`src/rtl/psum_ctrl_pkg.sv`:
```
// Shared types, default widths and config helpers for the psum requant controller.
// Saturation of the requantized result is selected by PSUM_REQ_SAT_EN.
package psum_ctrl_pkg;

  localparam int PSUM_W  = 16;
  localparam int ACC_W   = 21;
  localparam int OUT_W   = 8;
  localparam int MAX_ACC = 6;

  typedef enum logic [1:0] {
    IDLE  = 2'd0,
    RUN   = 2'd1,
    FLUSH = 2'd2
  } state_t;

  // Zero and out-of-range counts fall back to the maximum depth.
  function automatic logic [2:0] clamp_acc_num(
    input logic [2:0] n,
    input int         max_acc
  );
    if (n == 3'd0 || int'(n) > max_acc)
      return 3'(max_acc);
    return n;
  endfunction

endpackage

```
`src/rtl/psum_requant_stage.sv`:
```
// Combinational arithmetic shift plus truncate or saturate to OUT_W bits.
// PSUM_REQ_SAT_EN defined: clip to the signed OUT_W range, else wrap.
module psum_requant_stage
  import psum_ctrl_pkg::*;
#(
  parameter int ACC_W = psum_ctrl_pkg::ACC_W,
  parameter int OUT_W = psum_ctrl_pkg::OUT_W
) (
  input  logic signed [ACC_W-1:0] x,
  input  logic        [3:0]       shift,
  output logic signed [OUT_W-1:0] y
);

  logic signed [ACC_W-1:0] sh;

  assign sh = x >>> shift;

`ifdef PSUM_REQ_SAT_EN
  localparam logic signed [ACC_W-1:0] HI =
    ACC_W'((1 << (OUT_W-1)) - 1);
  localparam logic signed [ACC_W-1:0] LO = ~HI;

  // Clip the shifted value into the signed output range.
  always_comb begin
    y = sh[OUT_W-1:0];
    if (sh > HI)
      y = HI[OUT_W-1:0];
    else if (sh < LO)
      y = LO[OUT_W-1:0];
  end
`else
  logic unused_hi;

  assign unused_hi = ^sh[ACC_W-1:OUT_W];
  assign y = sh[OUT_W-1:0];
`endif

endmodule

```
`src/rtl/psum_requant_ctrl.sv`:
```
// Round-robin psum accumulator sharing one requantize path and output port.
// Build with PSUM_REQ_SAT_EN to saturate instead of wrap the 8-bit result.
module psum_requant_ctrl
  import psum_ctrl_pkg::*;
#(
  parameter int NUM_REQ = 4,
  parameter int PSUM_W  = psum_ctrl_pkg::PSUM_W,
  parameter int ACC_W   = psum_ctrl_pkg::ACC_W,
  parameter int OUT_W   = psum_ctrl_pkg::OUT_W,
  parameter int MAX_ACC = psum_ctrl_pkg::MAX_ACC,
  localparam int IDW    = $clog2(NUM_REQ)
) (
  input  logic                      clk,
  input  logic                      rst_n,
  input  logic                      cfg_start,
  input  logic [2:0]                cfg_acc_num,
  input  logic [3:0]                cfg_shift,
  input  logic                      flush,
  input  logic [NUM_REQ-1:0]        req_valid,
  input  logic [NUM_REQ*PSUM_W-1:0] req_data,
  output logic [NUM_REQ-1:0]        req_ready,
  output logic signed [OUT_W-1:0]   out_data,
  output logic [IDW-1:0]            out_id,
  output logic                      out_valid,
  input  logic                      out_ready,
  output logic                      busy,
  output logic                      done
);

  state_t state_q, state_d;

  logic [IDW-1:0]          rr_q;
  logic signed [ACC_W-1:0] acc_q [NUM_REQ];
  logic [2:0]              cnt_q [NUM_REQ];
  logic [2:0]              acc_num_q;
  logic [3:0]              shift_q;

  logic signed [PSUM_W-1:0] psum [NUM_REQ];

  logic                    out_free;
  logic                    gnt_any;
  logic [IDW-1:0]          gnt_idx;
  logic                    fl_any;
  logic [IDW-1:0]          fl_idx;
  logic signed [ACC_W-1:0] base;
  logic signed [ACC_W-1:0] sum;
  logic                    complete;
  logic                    load_run;
  logic                    load_fl;
  logic signed [ACC_W-1:0] rq_in;
  logic signed [OUT_W-1:0] rq_out;

  assign out_free = !out_valid || out_ready;
  assign busy     = (state_q != IDLE);

  // Unpack the flat psum bus into per-requester lanes.
  always_comb begin
    for (int i = 0; i < NUM_REQ; i++)
      psum[i] = req_data[i*PSUM_W +: PSUM_W];
  end

  // Round-robin grant starting at rr_q; withheld on output stall.
  always_comb begin
    logic [IDW-1:0] jj;
    int j;
    gnt_any   = 1'b0;
    gnt_idx   = '0;
    req_ready = '0;
    j         = 0;
    jj        = '0;
    if (state_q == RUN && out_free) begin
      for (int k = 0; k < NUM_REQ; k++) begin
        j = int'(rr_q) + k;
        if (j >= NUM_REQ)
          j = j - NUM_REQ;
        jj = IDW'(j);
        if (!gnt_any && req_valid[jj]) begin
          gnt_any = 1'b1;
          gnt_idx = jj;
        end
      end
    end
    if (gnt_any)
      req_ready[gnt_idx] = 1'b1;
  end

  // Lowest-index requester still holding a partial sum.
  always_comb begin
    fl_any = 1'b0;
    fl_idx = '0;
    for (int i = NUM_REQ-1; i >= 0; i--) begin
      if (cnt_q[i] != 3'd0) begin
        fl_any = 1'b1;
        fl_idx = IDW'(i);
      end
    end
  end

  // Accumulate the granted psum onto its running sum.
  always_comb begin
    base = (cnt_q[gnt_idx] == 3'd0) ? '0 : acc_q[gnt_idx];
    sum  = base + {{(ACC_W-PSUM_W){psum[gnt_idx][PSUM_W-1]}},
                   psum[gnt_idx]};
    complete = (cnt_q[gnt_idx] + 3'd1) == acc_num_q;
    load_run = gnt_any && complete;
    load_fl  = (state_q == FLUSH) && fl_any && out_free;
    rq_in    = (state_q == FLUSH) ? acc_q[fl_idx] : sum;
  end

  psum_requant_stage #(
    .ACC_W (ACC_W),
    .OUT_W (OUT_W)
  ) u_requant (
    .x     (rq_in),
    .shift (shift_q),
    .y     (rq_out)
  );

  // Next-state logic for the controller FSM.
  always_comb begin
    state_d = state_q;
    unique case (state_q)
      IDLE:    if (cfg_start) state_d = RUN;
      RUN:     if (flush) state_d = FLUSH;
      FLUSH:   if (!fl_any && out_free) state_d = IDLE;
      default: state_d = IDLE;
    endcase
  end

  // State, config latch, round-robin pointer and done pulse.
  always_ff @(posedge clk) begin
    if (!rst_n) begin
      state_q   <= IDLE;
      rr_q      <= '0;
      acc_num_q <= 3'(MAX_ACC);
      shift_q   <= '0;
      done      <= 1'b0;
    end else begin
      state_q <= state_d;
      done    <= (state_q == FLUSH) && (state_d == IDLE);
      if (state_q == IDLE && cfg_start) begin
        acc_num_q <= clamp_acc_num(cfg_acc_num, MAX_ACC);
        shift_q   <= cfg_shift;
      end
      if (gnt_any)
        rr_q <= (gnt_idx == IDW'(NUM_REQ-1)) ? '0 : gnt_idx + 1'b1;
    end
  end

  // Per-requester partial sums and counts.
  always_ff @(posedge clk) begin
    for (int i = 0; i < NUM_REQ; i++) begin
      if (!rst_n) begin
        acc_q[i] <= '0;
        cnt_q[i] <= '0;
      end else if (gnt_any && gnt_idx == IDW'(i)) begin
        if (complete) begin
          acc_q[i] <= '0;
          cnt_q[i] <= '0;
        end else begin
          acc_q[i] <= sum;
          cnt_q[i] <= cnt_q[i] + 3'd1;
        end
      end else if (load_fl && fl_idx == IDW'(i)) begin
        acc_q[i] <= '0;
        cnt_q[i] <= '0;
      end
    end
  end

  // Single output register; holds until consumed.
  always_ff @(posedge clk) begin
    if (!rst_n) begin
      out_valid <= 1'b0;
      out_data  <= '0;
      out_id    <= '0;
    end else if (load_run || load_fl) begin
      out_valid <= 1'b1;
      out_data  <= rq_out;
      out_id    <= load_fl ? fl_idx : gnt_idx;
    end else if (out_ready) begin
      out_valid <= 1'b0;
    end
  end

endmodule

```
`config.mk`:
```
export PLATFORM = sky130hd
export DESIGN_NAME = psum_requant_ctrl
export DESIGN_NICKNAME = d
export VERILOG_FILES = /design/src/rtl/psum_ctrl_pkg.sv /design/src/rtl/psum_requant_stage.sv /design/src/rtl/psum_requant_ctrl.sv
export SDC_FILE = /design/constraint.sdc
export NUM_CORES = 1
export LEC_CHECK = 0
export CAP_MARGIN = 20
export CORE_ASPECT_RATIO = 1.75
export CORE_MARGIN = 8
export CORE_UTILIZATION = 46
export CTS_CLUSTER_SIZE = 24
export DETAILED_ROUTE_END_ITERATION = 10
export GPL_ROUTABILITY_DRIVEN = 0
export PLACE_DENSITY = 0.7
export SETUP_SLACK_MARGIN = 0.02
export SYNTH_ARGS = -nofsm -noshare
export SYNTH_HDL_FRONTEND = slang
export SYNTH_SLANG_ARGS = --single-unit
```
`constraint.sdc`:
```
create_clock -name clk -period 6.8 [get_ports clk]
set_input_delay 1.36 -clock clk [delete_from_list [all_inputs] [get_ports clk]]
set_output_delay 1.36 -clock clk [all_outputs]
set_load 0.02 [all_outputs]
```
== Yosys cells after proc, flatten, opt, wreduce, memory -nomap -nowiden ==
Memory sizes are Yosys's and may differ from the RTL's.
Index checks and enable logic that the tools add are counted.

* $add $sub $neg: 14
* Order comparisons: 12
* Equality and inequality tests: 9
* Shift operators: 1
* Mux-type cells: 125
* Bitwise logic cells: 25
* Reductions and logical operators: 39

{| class="wikitable"
|+ Operator list
! operator !! number
|-
| $mux 21 || 14
|-
| $mux 1 || 65
|-
| $mux 2 || 22
|-
| $mux 3 || 14
|-
| $bmux 16 s2 || 1
|-
| $mux 16 || 2
|-
| $or 1x1->1 || 24
|-
| $add 21x21->21 || 1
|-
| $sshr 21x4->8 || 1
|-
| $logic_and 1x1->1 || 19
|-
| $add 3x1->3 const B || 5
|-
| $lt 2x3->1 const B || 5
|-
| $ge 3x3->1 const B || 4
|-
| $reduce_bool 3->1 || 4
|-
| $eq 2x2->1 const B || 5
|-
| $bmux 1 s2 || 4
|-
| $logic_not 2->1 || 4
|-
| $sub 2x1->2 const B || 4
|-
| $add 2x2->3 const B || 2
|-
| $eq 2x1->1 const B || 3
|-
| $logic_not 3->1 || 2
|-
| $pmux 2 s3 || 1
|-
| $logic_not 1->1 || 5
|-
| $mux 4 || 1
|-
| other kinds (10) || 13
|}

* Bits in registers: 23
* Memory bits (writable): 96
* Input bits: 80
* Output and inout port bits: 17
* Memories: 2

{| class="wikitable"
|+ Memories
! memory !! depth !! bits a word !! read ports !! clocked after Yosys merged registers in !! write ports !! line !! source
|-
| acc_q || 4 || 21 || 2 || 0 || 4 || psum_requant_ctrl.sv:33 || <nowiki>logic signed [ACC_W-1:0] acc_q [NUM_REQ];</nowiki>
|-
| cnt_q || 4 || 3 || 5 || 0 || 4 || psum_requant_ctrl.sv:34 || <nowiki>logic [2:0] cnt_q [NUM_REQ];</nowiki>
|}

== Logic depth before layout (Yosys ltp) ==
An unclocked memory read counts as a cell.

* Depth in word-level cells: 30
* Gate-level depth with buffers: 25
* Depth with buffers taken out: 24

== By module ==
From an unflattened synthesis, not the netlist that was laid out.

* Cells, all modules: 897
* Area, all modules: 8425.6 µm²

{| class="wikitable"
|+ Modules (own cells, without submodules)
! module !! instances !! cells each !! area an instance (µm²)
|-
| psum_requant_ctrl || 1 || 843 || 7762.4
|-
| psum_requant_stage || 1 || 54 || 663.1
|}

== Worst setup path after synthesis ==
Ideal clock, no wire load.

* Kind: in2reg
* Start: in req_valid[2]
* End: reg out_data[2]
* Arrival: 6.335 ns
* Slack: 0.343 ns
* Stages: 24
* Buffers on the path: 4
* Cells stage by stage: nor2b_1 a211oi_2 nor3_4 clkbuf_1 clkbuf_1 mux2i_1 mux2_2 ha_1 inv_1 a31o_2 clkbuf_1 and2_1 ha_1 buf_2 or3_1 nand4_1 a211oi_1 or4_1 a31o_1 mux2i_1 mux2i_1 or2_2 o2111a_1 a221o_1

* Longest elaborated chain between the ends: 23

{| class="wikitable"
|+ Ends and longest elaborated chain
! item !! line !! source
|-
| start: declaration || psum_requant_ctrl.sv:19 || <nowiki>input logic [NUM_REQ-1:0] req_valid,</nowiki>
|-
| parallel branches: the longest is 23 deep, another holds $bmux 1 s2 || -- ||
|-
| end signal: assignment || psum_requant_ctrl.sv:179 || <nowiki>out_data <= rq_out;</nowiki>
|-
| end: declaration || psum_requant_ctrl.sv:22 || <nowiki>output logic signed [OUT_W-1:0] out_data,</nowiki>
|}

Parallel ways; which one is timed is not known. The select of a mux whose other input is x is not followed.
A chain may end at the register's enable or synchronous reset.

== Worst setup path after layout ==
* Start: in req_valid[2]
* End: reg out_data[3]

Same word-level chain as after synthesis.

==> metrics.cfg <==
[outcome]
status=finished, final reports clean

[sta]
timing.final.ws_setup_ps=277.9
holdWs_ps=458.0
tightest_slew_ps=997.4
max_clock_freq_ghz=0.1533
finalHoldViolations=0
fin_worst_skew_ps=8.490
period_minus_slack_ps=6522
slew_headroom_pct=33.51
setup_violations=0
finalCritPeriodShare_pct=95.91
slew_viol_final=0
rsz0062_at_grt=no

[floorplanning]
initial_core_util_pct=46.43
ioPinCount=97
die_h_um=201.9
rows=68
die_x_um=122.2
core_um2=19570
die-area_um2=24680

[placement]
placed_area_um2=10460
hpwl_um=21600
place_ws_ps=-132.7
dp.cells=1292
port_buffers=96

[cells_and_area]
syn_to_final_growth_pct=21.47
fin_nets=1182
num_antenna_cells=0
final_area_um2=11040
fin_cells=1325
drive_above_1_share_pct=14.17

[synthesis]
synth_enable_flop_cells=96
synth_mux_area_share_pct=17.33
synth.area.top_cells=edfxtp_1 (32%), mux4_2 (7.4%), nor2_1 (6.6%), mux2i_1 (6.2%), dfxtp_1 (5.1%)
syn_nets=1080
yosysWarnings=0
seq_area_frac_synth_pct=36.80
yosysUniqueCellTypes=79
synthAdderAreaFrac_pct=4.903
syn_area_um2=9085
synth_top_family_by_area=simple AND/OR/NAND/NOR gates
synth_most_common_cell=nor2_1
yosysTopAreaCell=edfxtp_1
synth_common_cells=nor2_1 (159), edfxtp_1 (96), nand2_1 (96)
synth_simple_gate_area_share_pct=20.34
avgSynthCellArea_um2=9.414
synth_compound_area_share_pct=13.95
ys_async_sr_fraction_pct=0
synth_top_area_share_pct=31.73
synth_cells=965
synth_xor_area_share_pct=2.465
ys.flop_type=edfxtp_1
ys_seq_elements=119

[setup_path]
required_ps=7180
cp_slowest_cell=clkdlybuf4s50_1
crit_cells=23
cp_common_cell=mux2i_1
cp_cell_sequence=clkdlybuf4s50_1 -> nor2b_1 -> a211oi_2 -> nor3_4 -> inv_2 -> mux2i_1 -> mux2i_1 -> inv_1 -> ha_1 -> inv_1 -> a31o_2 -> buf_4 -> and2_1 -> ha_1 -> or2_2 -> a31o_2 -> a22o_1 -> o31a_1 -> o31ai_1 -> mux2i_1 -> mux4_2 -> nand2_1 -> a32o_1
cp.arrival_ps=6900
start_kind=primary input
slowest_delay_ps=490
r2r_cells=22
cp-startpoint=req_valid[2]
crit_buf_inv=5
critPathCaptureType=flip-flop
rrSetupSlack_ps=1290
worstSetupPathType=in2reg
timing.rr.start=state_q[0]
path_max_fanout=11
rr_endpoint=out_data[3]
crit_end=out_data[3]
cp_top_family=compound AO/OA/AOI/OAI gates

[power]
ir_drop_uv=199.0
p_per_area_nw_per_um2=257.4
power_mw=2.840
leakage_nw=4.198

[clock_network]
cts_buffer_depth=2
clock_sinks=119
clk_latency_ps=430
cts_hold_buf=0
h-tree-depth=4
clk_pin_slew_ps=60
cts-buffers-inserted=17
cts_resized=0
cts_root_buf=clkbuf_16
post_cts_buffers=0
cts_tree=yes

[drt]
drtPass1Iterations=5
wirelength_um=28830
routed_via_density=6.116
wl_per_cell_um=21.76
ant_nets=0
drtIter0Drc=604
vias=8104
post-route-drc-count=0

[global_route]
grt_max_degree=37
grt_pass1_vias=8238
grt_usage_pct=23.56
overflow=0
grt_pass1_wl_um=44550
grt_antenna_before_repair=0

[min_path]
min_path_type=reg2reg

[job]
max-cap-violations=0

-- worst register-to-register path, stage by stage (launching register included) --
cell and delay, ps:
dfxtp_1 420, and2b_1 190, nand2_1 150, nor3_4 470, inv_2 130, mux2i_1 180, mux2i_1 110, inv_1 70
ha_1 130, inv_1 40, a31o_2 270, buf_4 190, and2_1 150, ha_1 330, or2_2 330, a31o_2 330
a22o_1 250, o31a_1 300, o31ai_1 470, mux2i_1 240, mux4_2 480, nand2_1 80, a32o_1 160
-- metrics by stage --
| step | setup TNS (ps) | util (%) |
|---|---|---|
| 4_1_cts | 0 | 56.25 |
| 3_3_place_gp | 0 | 53.46 |
| 2_1_floorplan | 0 | - |
| 3_5_place_dp | -186.4 | 53.46 |
| 5_1_grt | 0 | 56.39 |
| 6_report | 0 | 56.39 |
-- sequential cells by signal (all words and copies together), names as in the netlist --
signal     flops
out_valid      1
state_q        2
rr_q           2
shift_q        4
cnt_q         12
out_data       8
acc_q         84
out_id         2
acc_num_q      3
done           1
-- layout by cell type, fill, tap and decap left out, drive strengths merged, types with 7 or more instances in the layout --
cell / count
edfxtp: 96
xor2: 8
clkinv: 8
inv: 37
a211oi: 10
nor3: 13
and3: 11
xnor2: 15
ha: 34
mux2i: 56
nor2: 160
a21oi: 59
buf: 46
clkdlybuf4s50: 96
dfxtp: 23
nand3: 36
clkbuf: 17
o21ai: 28
mux4: 33
nand2b: 7
o31ai: 7
nand2: 97
mux2: 23
and2: 37
-- worst min path at each step --
stage / start / to / depth (start not counted) / slack, ps
floorplan: acc_num_q[0] / acc_num_q[0] / 2 / 440
detailed placement: out_data[1] / out_data[1] / 2 / 450
global placement: out_data[1] / out_data[1] / 2 / 450
finish: out_data[1] / out_data[1] / 2 / 460
CTS: out_data[1] / out_data[1] / 2 / 460
global route: out_data[1] / out_data[1] / 2 / 470
-- layer usage --
| layer | share of wire (%) | global-route usage, % | vias to the layer above |
|---|---|---|---|
| li1 | - | - | 3756 |
| met1 | 37 | 25.02 | 3923 |
| met2 | 52 | 42.09 | 347 |
| met3 | 6.8 | 4.331 | 78 |
| met4 | 4.2 | 13.48 | 0 |
| met5 | 0 | 0 | - |
-- cells by family (layout without fill, tap and decap cells) --
| group | Yosys count | in the layout |
|---|---|---|
| AND/OR/NAND/NOR | 399 | 399 |
| XOR/XNOR | 24 | 24 |
| adder cells (fa/ha/maj) | 35 | 35 |
| AO/OA/AOI/OAI | 184 | 184 |
| buffers and inverters | 92 | 207 |
| multiplexers | 112 | 112 |
| flip-flops | 119 | 119 |
-- where the power goes --
group | switching [mW] | leakage (nW) | internal, mW
clock network | 0.368 | 0.261 | 0.472
logic | 0.650 | 2.75 | 0.485
registers | 0.0286 | 1.19 | 0.837
-- final cells by class --
cell class,count,area [um^2]
Clock buffer,17,425.4
Clock inverter,15,121.4
Fill cell,1730,8533
Inverter,33,123.9
Multi-Input combinational cell,754,5364
Sequential cell,119,3343
Tap cell,245,306.5
Timing Repair Buffer,142,1351
(Power assumes the default switching activity.)
